<file path="src/rtl/adder_tree_scheduler.sv">
// Serial 8-operand reduction through one shared adder (LOAD -> REDUCE -> DONE).
// Define ADDER_TREE_2LEVEL_EN to reduce only operands 0..3 in three adds.
module adder_tree_scheduler #(
    parameter int ADDER_WIDTH = 15
) (
    input  logic                   clk,
    input  logic                   rst_n,
    input  logic                   in_valid,
    output logic                   in_ready,
    input  logic [ADDER_WIDTH-1:0] in_data,
    output logic                   out_valid,
    input  logic                   out_ready,
    output logic [ADDER_WIDTH+2:0] out_sum,
    output logic                   busy
);

    localparam int SW = ADDER_WIDTH + 3;

`ifdef ADDER_TREE_2LEVEL_EN
    localparam logic [2:0] LAST_STEP = 3'd2;
`else
    localparam logic [2:0] LAST_STEP = 3'd6;
`endif

    typedef enum logic [1:0] {
        LOAD,
        REDUCE,
        DONE
    } state_t;

    state_t          state_q, state_d;
    logic [2:0]      cnt_q, cnt_d;
    logic [2:0]      step_q, step_d;
    logic [SW-1:0]   slot_q [8];
    logic [SW-1:0]   slot_d [8];
    logic [2:0]      src;
    logic [2:0]      dst;
    logic [SW-1:0]   sum;

    // Fixed add schedule: dst <= slot[src] + slot[src+1], src always even
    always_comb begin
        src = 3'd0;
        dst = 3'd0;
        unique case (step_q)
            3'd1: begin src = 3'd2; dst = 3'd1; end
`ifndef ADDER_TREE_2LEVEL_EN
            3'd2: begin src = 3'd4; dst = 3'd2; end
            3'd3: begin src = 3'd6; dst = 3'd3; end
            3'd5: begin src = 3'd2; dst = 3'd1; end
`endif
            default: begin src = 3'd0; dst = 3'd0; end
        endcase
    end

    assign sum = slot_q[src] + slot_q[src | 3'd1];

    always_comb begin
        state_d = state_q;
        cnt_d   = cnt_q;
        step_d  = step_q;
        slot_d  = slot_q;
        unique case (state_q)
            LOAD: begin
                if (in_valid) begin
`ifdef ADDER_TREE_2LEVEL_EN
                    if (!cnt_q[2])
                        slot_d[cnt_q] = {3'b000, in_data};
`else
                    slot_d[cnt_q] = {3'b000, in_data};
`endif
                    cnt_d = cnt_q + 3'd1;
                    if (cnt_q == 3'd7) begin
                        state_d = REDUCE;
                        step_d  = 3'd0;
                    end
                end
            end
            REDUCE: begin
                slot_d[dst] = sum;
                step_d      = step_q + 3'd1;
                if (step_q == LAST_STEP)
                    state_d = DONE;
            end
            DONE: begin
                if (out_ready) begin
                    state_d = LOAD;
                    cnt_d   = 3'd0;
                end
            end
            default: state_d = LOAD;
        endcase
    end

    always_ff @(posedge clk or negedge rst_n) begin
        if (!rst_n) begin
            state_q <= LOAD;
            cnt_q   <= 3'd0;
            step_q  <= 3'd0;
            for (int i = 0; i < 8; i++)
                slot_q[i] <= '0;
        end else begin
            state_q <= state_d;
            cnt_q   <= cnt_d;
            step_q  <= step_d;
            for (int i = 0; i < 8; i++)
                slot_q[i] <= slot_d[i];
        end
    end

    assign in_ready  = (state_q == LOAD);
    assign out_valid = (state_q == DONE);
    assign busy      = (state_q != LOAD);
    assign out_sum   = (state_q == DONE) ? slot_q[0] : '0;

endmodule
</file>
<file path="config.mk">
export PLATFORM = sky130hd
export DESIGN_NAME = adder_tree_scheduler
export DESIGN_NICKNAME = d
export VERILOG_FILES = /design/src/rtl/adder_tree_scheduler.sv
export SDC_FILE = /design/constraint.sdc
export NUM_CORES = 1
export LEC_CHECK = 0
export CELL_PAD_IN_SITES_DETAIL_PLACEMENT = 1
export CELL_PAD_IN_SITES_GLOBAL_PLACEMENT = 1
export CORE_ASPECT_RATIO = 0.75
export CORE_MARGIN = 2
export CORE_UTILIZATION = 51
export CTS_CLUSTER_SIZE = 30
export DETAILED_ROUTE_END_ITERATION = 10
export PLACE_DENSITY = 0.82
export SLEW_MARGIN = 20
export SYNTH_ARGS = -nofsm -noshare
export SYNTH_HDL_FRONTEND = slang
export SYNTH_SLANG_ARGS = --single-unit
</file>
<file path="constraint.sdc">
create_clock -name clk -period 11 [get_ports clk]
set_input_delay 1.65 -clock clk [delete_from_list [all_inputs] [get_ports clk]]
set_output_delay 1.65 -clock clk [all_outputs]
set_load 0.01 [all_outputs]
</file>
==> run summary <==
Setup TNS Final -> 0 ns
Wirelength, routed -> 23500 um
Busiest layer in global routing -> met2
Crit share post-route -> 0.412
First-pass GRT wire length -> 37000 um
DIE AREA -> 15200 um^2
Total grt overflow -> 0
Met3 Use GR -> 0.0634
Mapped Nets -> 750
CP Launch Type -> flip-flop
R2R Path End -> slot_q[101]
Die Y -> 107 um
Share of cells above drive strength 1 -> 0.115
Crit path kind -> reg2reg
Fmax achieved -> 221 MHz
Setup crit end -> slot_q[101]
Most frequent cells in the layout -> nand2_1 (157), dfrtp_1 (140), o21ai_0 (77)
Clk pin slew, worst setup/hold paths -> 0.06 ns
Outcome -> finished, final reports clean
Worst slew pin tran -> 1.13 ns
GRT Overall Usage -> 0.328
Worst slew margin -> 0.245
Vias in the first global route -> 6595
GRT met2 Usage -> 0.534
Drt pass-1 iters -> 5
Die X -> 142 um
Core Rows -> 37
1st-iter DRT viols -> 571
DRT antenna net count -> 0
Worst Hold Class -> reg2reg
Crit end category -> flip-flop
Area after DPL -> 7790 um^2
Mapped Area -> 7250 um^2
Clock Tree Buf Depth -> 2
Commonest non-fill, non-tap cell in the layout -> nand2_1
R2R Path Start -> step_q[1]
Clk Latency, worst-skew pair -> 0.44 ns
Worst endpoint data arrival time -> 4.80 ns
Initial antenna violation count -> 0
Final setup fails -> 0
Ys flop type -> dfrtp_1
Synth top area share -> 0.484
Clock Root Buffer -> clkbuf_16
Synth top area cells -> dfrtp_1 (48%), mux4_2 (9.3%), nand2_1 (8.1%)
CTS tree -> yes
H-tree depth -> 4
Area growth from synthesis to layout -> 15.1%
Max-cap viol count -> 0
Via density -> 6.66
Critical path's largest stage delay -> 0.79 ns
Post-cts sizing count -> 0
Post-CTS Repair Setup Buffers -> 0
I/O Pins -> 40
Met1 GRT Util -> 0.436
EDFF count, synth -> 0
Final Hold Fails -> 0
Final Cell Area -> 8340 um^2
Maximum fanout along the worst path -> 27
Critical Path Slowest Stage Cell -> or2_2
Starting Density -> 0.525
DRC -> 0
Final HPWL DP -> 14600 um
Synth cell types -> 47
Post-synth top area cell -> dfrtp_1
PortBufs -> 39
Synthesis-stage register bit count -> 140
Post-CTS Hold Buffers -> 0
Filler cells -> 1503
Final Wtd Congestion -> 0.862
Clock Skews -> 0.0140 ns
Final Max Tran Viols -> 0
Most frequent CP cell -> ha_1
Vias -> 6131
Synth async-reset ratio -> 1.00
Num CTS Buffers -> 17
Share of the yosys chip area belonging to registers -> 0.484
Number of inserted diodes -> 0
CTS Sinks -> 140
CP Cell Sequence -> inv_1, ha_1, or2_2, mux4_2, ha_1, a21o_1, a31o_1, o32ai_2, nor2_1, a31oi_1, xor2_1, o221ai_1
Critical path origin -> step_q[1]
WP data required -> 11.27 ns
Pin count of the biggest net entering global routing -> 74
Syn. warnings -> 0
Reg2reg path depth -> 12
Routed WL per cell -> 25.5 um
Mean Syn Cell Area -> 10.2 um^2
NumNets Final -> 775
Cells after synthesis -> 707
Reg-to-reg slack, setup -> 6.47 ns
Core area -> 13800 um^2
RSZ-0062 raised after global routing -> false
Final min period -> 4.53 ns
synthesized netlist by cell type (all sizes together) (3+ instances only):
master,instances
a21o,5
a21oi,27
a22o,11
a31oi,5
and2,20
and3,6
buf,9
clkbuf,36
dfrtp,140
ha,23
inv,12
mux4,30
nand2,157
nand2b,3
nand3,13
nor2,21
nor2b,4
nor3,4
o21ai,81
o221ai,53
o22ai,3
xnor2,7
xor2,11
routing by layer:
| metal | part of all wire | vias to the layer above |
|---|---|---|
| met5 | 0 | - |
| met2 | 0.48 | 240 |
| met4 | 0.024 | 0 |
| met3 | 0.060 | 43 |
| li1 | - | 2645 |
| met1 | 0.44 | 3203 |
sequential cells by signal (all words and copies together) (netlist names):
register and count:
step_q 3, state_q 2, slot_q 132, cnt_q 3
worst max-delay path, delay by kind of cell, from the launching register on:
kind            cells  cell delay, ns
compound gates      5            1.24
simple gates        2            0.92
fa+ha+maj           2            0.69
mux                 1            0.61
flops               1            0.42
xor+xnor            1            0.35
buf+inv             1            0.13
stage by stage:
stage | utilization | cells | hold slack, ns | setup slack [ns]
after detailed placement | 0.565 | 888 | 0.468 | 6.55
final | 0.605 | 920 | 0.480 | 6.47
after global routing | 0.605 | 920 | 0.509 | 6.21
after global placement | 0.564 | 888 | 0.459 | 6.75
after CTS | 0.605 | 920 | 0.481 | 6.48
after floorplan | - | 707 | 0.445 | 7.01
worst min path at each step:
stage                          start  cells past startpoint         end
after CTS                 slot_q[61]                      2  slot_q[61]
after detailed placement  slot_q[61]                      2  slot_q[61]
after global routing      slot_q[27]                      2  slot_q[27]
after global placement    slot_q[12]                      2  slot_q[12]
after floorplan           slot_q[18]                      2  slot_q[18]
final                     slot_q[61]                      2  slot_q[61]
kinds of logic (layout without fill, tap and decap cells):
group	Yosys count	after routing	share of synthesized area
compound gates	200	200	0.185
buf+inv	57	95	0.0309
mux	32	32	0.0962
flops	140	140	0.484
fa+ha+maj	24	24	0.0425
xor+xnor	18	18	0.0218
simple gates	236	236	0.140
layout make-up:
type	count	area, um^2	area share
Multi-Input combinational cell	510	3540	0.425
Timing Repair Buffer	51	482	0.0577
Sequential cell	140	3500	0.420
Clock inverter	10	66.3	0.00795
Inverter	12	45.0	0.00540
Tap cell	175	219	0.0262
Clock buffer	22	484	0.0580
Power is left out: the tool's default activity adds up to more than one toggle a clock period on the data nets, which glitch-free logic cannot reach.
